`config.mk`:
```
export PLATFORM = sky130hd
export DESIGN_NAME = disk_track_writeback
export DESIGN_NICKNAME = d
export VERILOG_FILES = /design/src/rtl/apple2_disk_pkg.sv /design/src/rtl/disk_track_writeback.sv
export SDC_FILE = /design/constraint.sdc
export NUM_CORES = 1
export LEC_CHECK = 0
export BUFFER_PORTS_ARGS = -buffer_cell sky130_fd_sc_hd__buf_2
export CORE_ASPECT_RATIO = 2
export CORE_UTILIZATION = 54
export CTS_CLUSTER_SIZE = 25
export DETAILED_ROUTE_END_ITERATION = 10
export PLACE_DENSITY = 0.95
export SYNTH_ARGS = -nofsm -noshare
export SYNTH_HDL_FRONTEND = slang
export SYNTH_SLANG_ARGS = --single-unit
```
`constraint.sdc`:
```
create_clock -name clk_sys -period 5.3 [get_ports clk_sys]
set_input_delay 1.06 -clock clk_sys [delete_from_list [all_inputs] [get_ports clk_sys]]
set_output_delay 1.06 -clock clk_sys [all_outputs]
set_load 0.05 [all_outputs]
```
`src/rtl/apple2_disk_pkg.sv`:
```
// Shared Disk II track constants, write-back states and LBA helper.
// Used by both the NIB track loader and the track write-back engine.
package apple2_disk_pkg;

  localparam int SECS_PER_TRACK = 13;
  localparam int TRACK_BYTES    = 6656;
  localparam int TRK_W          = 6;

  typedef enum logic [1:0] {
    IDLE,
    REQ,
    ACK_HI,
    ACK_LO
  } wb_state_t;

  // Zero-extended so track 63 sector 12 (831) never wraps.
  function automatic logic [31:0] trk_lba(
    input logic [TRK_W-1:0] t,
    input logic [3:0]       s
  );
    return 32'(t) * 32'(SECS_PER_TRACK) + 32'(s);
  endfunction

endpackage

```
`src/rtl/disk_track_writeback.sv`:
```
// Saves a modified NIB track back to the mounted image via hps_io.
// Blocks the CPU and the track loader until the save completes.
module disk_track_writeback
  import apple2_disk_pkg::*;
#(
  parameter int SECS  = SECS_PER_TRACK,
  parameter int TRK_W = 6,
  parameter int LBA_W = 32
) (
  input  logic             clk_sys,
  input  logic             reset,
  input  logic [TRK_W-1:0] track,
  input  logic             trk_we,
  input  logic             flush,
  input  logic             img_mounted,
  input  logic             img_present,
  input  logic             img_readonly,
  output logic [LBA_W-1:0] sd_lba,
  output logic             sd_wr,
  input  logic             sd_ack,
  input  logic [8:0]       sd_buff_addr,
  output logic [7:0]       sd_buff_din,
  output logic [12:0]      tr_addr,
  input  logic [7:0]       tr_dout,
  output logic             busy,
  output logic             dirty
);

  wb_state_t        state_q, state_d;
  logic [3:0]       sec_q, sec_d;
  logic [TRK_W-1:0] cur_q, cur_d;
  logic [TRK_W-1:0] wb_q, wb_d;
  logic             dirty_q, dirty_d;
  logic             abort_q, abort_d;
  logic             wr_q, wr_d;
  logic [LBA_W-1:0] lba_q, lba_d;
  logic             old_ack;

  logic ack_rise, ack_fall;
  logic trig, start, clr, wr_ok;

  assign ack_rise = sd_ack & ~old_ack;
  assign ack_fall = ~sd_ack & old_ack;
  assign wr_ok    = img_present & ~img_readonly;
  assign trig     = (track != cur_q) | flush;
  assign start    = trig & dirty_q & ~img_mounted;

  always_comb begin
    state_d = state_q;
    sec_d   = sec_q;
    cur_d   = cur_q;
    wb_d    = wb_q;
    abort_d = abort_q;
    wr_d    = wr_q;
    lba_d   = lba_q;
    clr     = 1'b0;
    unique case (state_q)
      IDLE: begin
        if (start) begin
          wb_d    = cur_q;
          sec_d   = 4'd0;
          state_d = REQ;
        end else begin
          cur_d = track;
        end
      end
      REQ: begin
        lba_d   = LBA_W'(trk_lba(wb_q, sec_q));
        wr_d    = 1'b1;
        state_d = ACK_HI;
      end
      ACK_HI: begin
        if (ack_rise) begin
          wr_d    = 1'b0;
          state_d = ACK_LO;
        end
      end
      ACK_LO: begin
        if (ack_fall) begin
          if (abort_q || sec_q == 4'(SECS - 1)) begin
            clr     = 1'b1;
            cur_d   = track;
            abort_d = 1'b0;
            state_d = IDLE;
          end else begin
            sec_d   = sec_q + 4'd1;
            state_d = REQ;
          end
        end
      end
      default: state_d = IDLE;
    endcase
    // A remount mid-save lets the sector in flight finish, then drops the rest.
    if (img_mounted && state_q != IDLE && state_d != IDLE)
      abort_d = 1'b1;
    if (!wr_ok)
      dirty_d = 1'b0;
    else if (trk_we)
      dirty_d = 1'b1;
    else if (clr || (img_mounted && state_q == IDLE))
      dirty_d = 1'b0;
    else
      dirty_d = dirty_q;
  end

  always_ff @(posedge clk_sys) begin
    if (reset) begin
      state_q <= IDLE;
      sec_q   <= '0;
      cur_q   <= '0;
      wb_q    <= '0;
      dirty_q <= 1'b0;
      abort_q <= 1'b0;
      wr_q    <= 1'b0;
      lba_q   <= '0;
      old_ack <= 1'b0;
    end else begin
      state_q <= state_d;
      sec_q   <= sec_d;
      cur_q   <= cur_d;
      wb_q    <= wb_d;
      dirty_q <= dirty_d;
      abort_q <= abort_d;
      wr_q    <= wr_d;
      lba_q   <= lba_d;
      old_ack <= sd_ack;
    end
  end

  assign sd_lba      = lba_q;
  assign sd_wr       = wr_q;
  assign dirty       = dirty_q;
  assign busy        = (state_q != IDLE) | start;
  assign tr_addr     = {sec_q, sd_buff_addr};
  assign sd_buff_din = tr_dout;

endmodule

```
# After elaboration in Yosys (flattened, before gate mapping)
# Index checks and enable logic that the tools add are counted.
# classes
add_sub_neg	2
multipliers	1
eq_ne	11
n_mux	24
bitwise	12
reduce_logical	20
# op_table
cell	n
6-bit 2-to-1 mux	3
2-bit nonzero test	8
4-bit 2-to-1 mux	3
2-bit != test (second input constant)	6
6-bit case mux with 2 select lines	1
10-bit by 4-bit adder with 11-bit output	1
1-bit 2-to-1 mux	11
6-bit by 4-bit multiplier with 10-bit output (second input constant)	1
2-bit case mux with 4 select lines	1
4-bit case mux with 2 select lines	1
4-bit AND reduction	2
2-bit 2-to-1 mux	3
6-bit != test	1
1-bit AND	5
1-bit inverter	5
4-bit by 1-bit adder with 4-bit output (second input constant)	1
2-bit == test (second input constant)	2
4-bit == test (second input constant)	1
2-bit AND reduction	2
1-bit logical AND	3
3-bit AND reduction	1
2-bit by 1-bit == test with 1-bit output (second input constant)	1
2-bit zero test	1
1-bit logical OR	2
3 further kinds	4
# word_totals
ff_bits	54
in_bits	31
output_inout_bits	56
wordCells	79

# Longest topological paths before layout
# depth
depth_word	10
ltp_mapped	11

# Least setup slack after synthesis
# No wires, ideal clock.
# synth_timing
kind	input to output
from	in track[3]
to	out busy
arrival_ns	2.138
required_time_ns	4.240
slack_ns	2.102
path_stages	4
cell_sequence	xor2_1 -> nor4_2 -> a31o_2 -> nand2_1
# synth_between
elab_chain_len	5
# synth_lines
element	line	rtl
from (decl)	disk_track_writeback.sv:12	input logic [TRK_W-1:0] track,
6-bit != test	disk_track_writeback.sv:45	assign trig = (track != cur_q) | flush;
1-bit bitwise OR	disk_track_writeback.sv:45	
1-bit AND (2 in a row)	disk_track_writeback.sv:46	assign start = trig & dirty_q & ~img_mounted;
1-bit bitwise OR	disk_track_writeback.sv:133	assign busy = (state_q != IDLE) | start;
to (decl)	disk_track_writeback.sv:25	output logic busy,
# No other way between the ends.

# Worst setup path in the final report
# Ends and elaborated chain as after synthesis.

==> flow_summary.yaml <==
power:
  power.ir.vdd_worst_uv: 203
  power.static_leakage_nw: 1.20
  cellPowerDensity_nw_per_um2: 251
critical_path:
  slowest_delay_ns: 0.44
  crit_slowest_cell: "nor4_2"
  critical-path-top-cell-by-count: "buf_2"
  cp.buffers_inverters: 2
  end_kind: "output port"
  setup.worst_path.start_class: "primary input"
  timing_worst_setup_path_type: "in -> out"
  critPathMaxFanout: 4
  critical_path.cell_chain: "buf_2 > xor2_1 > nor4_2 > a31o_2 > nand2_1 > buf_2"
  worst_ep_required_time_ns: 4.24
  cp_top_family: "simple AND/OR/NAND/NOR gates"
  worst-endpoint-arrival_ns: 2.34
global_routing:
  global_route.usage.total_pct: 21.1
  grt_overflow_total: 0
  largest_net_degree_at_the_start_of_global_routing: 25
  grt_antenna_before_repair: 0
  number_of_global_route_vias_before_repair: 1709
  grt_first_pass_wirelength_um: 7510
sta:
  setup_tns_ns: 0
  slew_viol_final: 0
  final_worst_path_period_share_pct: 64.1
  worst_clock_skew_ns: 0.00631
  worst_hold_slack_ns: 0.449
  clock.fmax_ghz: 0.295
  setup_repair_after_global_routing_missed_its_margin: "false"
  finalHoldViolations: 0
  max_transition_margin_pct: 54.4
  timing.final.setup_violations: 0
  period_minus_slack_ns: 3.40
  max_slew.worst_pin.slew_ns: 0.685
cells_and_area:
  post_route_cells_drive_above_1_share_pct: 15.9
  layout.cell_area.non_filler_um2: 2430
  multi_input_comb_area_um2: 1440
  n_antenna_cell: 0
  areaGrowthSynthToFinish_pct: 2.91
  sequential_cell_area_um2: 661
  fill_cells: 370
  num-nets-final: 340
synth:
  synthesis.yosys.warnings: 0
  sequential_fraction_of_the_synthesis_area_pct: 28.0
  dominantRegCellSynth: "dfxtp_1"
  syn_area_per_cell_um2: 8.99
  number_of_different_library_cells_in_the_post_synthesis_netlist: 46
  post_synth_main_area_contributors: "dfxtp_1 28%, ha_1 15%, buf_4 12%, mux2i_1 5.5%, nand2_1 4.1%"
  share_of_synthesized_registers_carrying_an_async_set_or_reset_pct: 0
  synth-seq-cells: 33
  netlist_instances: 263
  synth_top_area_cell: "dfxtp_1"
  synthDominantCellAreaShare_pct: 28.0
  synth_edf_count: 0
  netlist_area_um2: 2360
clock_network:
  insertion_delay_ns: 0.29
  cts-hold-fix-buffers: 0
  ctsRootBufferMaster: "clkbuf_8"
  postCtsResizedCells: 0
  clock_sink_count: 33
  cts.htree.levels: 2
  cts.path.max_buffers: 2
  post_cts_buffers: 0
  path_clk_slew_ns: 0.06
  cts_buffers: 5
  cts_tree: "built"
place:
  placement.io_buffers: 31
  placement_cell_area_um2: 2350
  detailed_place_hpwl_um: 3440
  finalWeightedCongestion: 0.862
drt:
  dr.first_iter.drc_count: 48
  routed_via_density: 5.56
  wl_um: 4540
  drt.antenna.violating_nets: 0
  route.detailed.drc: 0
  drtPass1Iterations: 4
  routed-via-count: 1825
  wl_per_cell_um: 13.8
floorplan:
  core-area_um2: 4130
  floorplan.io_pins: 87
  fp.dieH_um: 95.6
  rows: 33
  initial_cell_density_of_the_core_pct: 57.2
  die-area_um2: 4660
  floorplan.die.width_um: 48.8
hold_path:
  hp-class: "reg -> reg"
status:
  status: "completed"
run:
  max-cap-violations: 0
-- worst register-to-register path: cells and delay by family, from the launching register on --
kind                     cells  cell delay, ns
adder cells (fa/ha/maj)      4            1.34
AO/OA/AOI/OAI                3            0.69
flip-flops                   1            0.43
AND/OR/NAND/NOR              1            0.37
-- final cells by class --
type,instances,area share (%)
repair buffers,31,6.38
clock buffers,7,3.55
flip-flops and latches,33,27.2
well taps,52,2.67
multi-input cells,197,59.0
inverters,8,1.23
-- synthesized netlist by cell type (all sizes together) (3+ instances only) --
master / count
a31oi: 3
nand2: 26
xor2: 7
nand2b: 6
nor2b: 3
fa: 4
nor3: 5
inv: 8
clkbuf: 4
nor4b: 3
o21ai: 8
ha: 29
mux2i: 13
nor2: 20
nand3: 6
dfxtp: 33
a21oi: 9
a211oi: 6
buf: 41
-- metrics by stage --
| stage | power (mW) | setup slack [ns] | util [%] | cells |
|---|---|---|---|---|
| 2_1_floorplan | 0.441 | 2.10 | - | 283 |
| 3_3_place_gp | 0.416 | 1.92 | 56.8 | 321 |
| 3_5_place_dp | 0.419 | 1.89 | 56.8 | 321 |
| 4_1_cts | 0.613 | 1.88 | 58.9 | 328 |
| 5_1_grt | 0.632 | 1.83 | 58.9 | 328 |
| 6_report | 0.610 | 1.90 | 58.9 | 328 |
-- state kept, by name (all words and copies together) (netlist names) --
| name | cells |
|---|---|
| cur_q | 6 |
| old_ack | 1 |
| dirty | 1 |
| sd_lba | 11 |
| sd_wr | 1 |
| abort_q | 1 |
| sec_q | 4 |
| wb_q | 6 |
| state_q | 2 |
-- final timing paths --
check / from / endpoint / slack, ns / cells after the start
min reg2reg: sd_lba[4]$_SDFFE_PP0P_ / sd_lba[4]$_SDFFE_PP0P_ / 0.45 / 2
max: track[3] / busy / 1.90 / 6
min: sd_lba[4]$_SDFFE_PP0P_ / sd_lba[4]$_SDFFE_PP0P_ / 0.45 / 2
max reg2reg: wb_q[2]$_SDFFE_PP0P_ / sd_lba[9]$_SDFFE_PP0P_ / 2.37 / 8
-- power by group --
group	total (mW)	internal, mW	leakage, nW	switching (mW)
clock network	0.194	0.103	0.0443	0.0914
logic	0.141	0.0378	0.890	0.103
registers	0.275	0.262	0.268	0.0135
total	0.610	0.402	1.20	0.208
-- kinds of logic after synthesis --
kind of cell | after synthesis | synth area share, %
mux | 13 | 5.51
xor+xnor | 9 | 3.34
simple gates | 81 | 17.2
fa+ha+maj | 33 | 18.7
buf+inv | 53 | 14.5
compound gates | 40 | 12.7
other cells | 1 | 0.159
flops | 33 | 28.0
-- per-layer routing --
metal / GRT usage (%) / wire length (um)
met5: 0 / 0
met4: 16.7 / 206
met3: 3.99 / 241
met2: 38.7 / 2440
met1: 20.4 / 1650
-- layout by cell type (no fill, tap or decap), types with 2 or more instances in the layout --
| master | count |
|---|---|
| dfxtp_1 | 33 |
| buf_2 | 31 |
| ha_1 | 29 |
| nand2_1 | 26 |
| conb_1 | 21 |
| nor2_1 | 20 |
| mux2i_1 | 13 |
| a21oi_1 | 9 |
| inv_1 | 8 |
| o21ai_0 | 8 |
| xor2_1 | 7 |
| nand2b_1 | 6 |
| a211oi_1 | 6 |
| nand3_1 | 6 |
| clkbuf_8 | 6 |
| nor3_1 | 5 |
| fa_1 | 4 |
| nor2b_1 | 3 |
| a31oi_1 | 3 |
| nor4b_1 | 3 |
| xnor2_1 | 2 |
| a31o_2 | 2 |
| or3_1 | 2 |
| o21a_1 | 2 |
(Power assumes the default switching activity.)
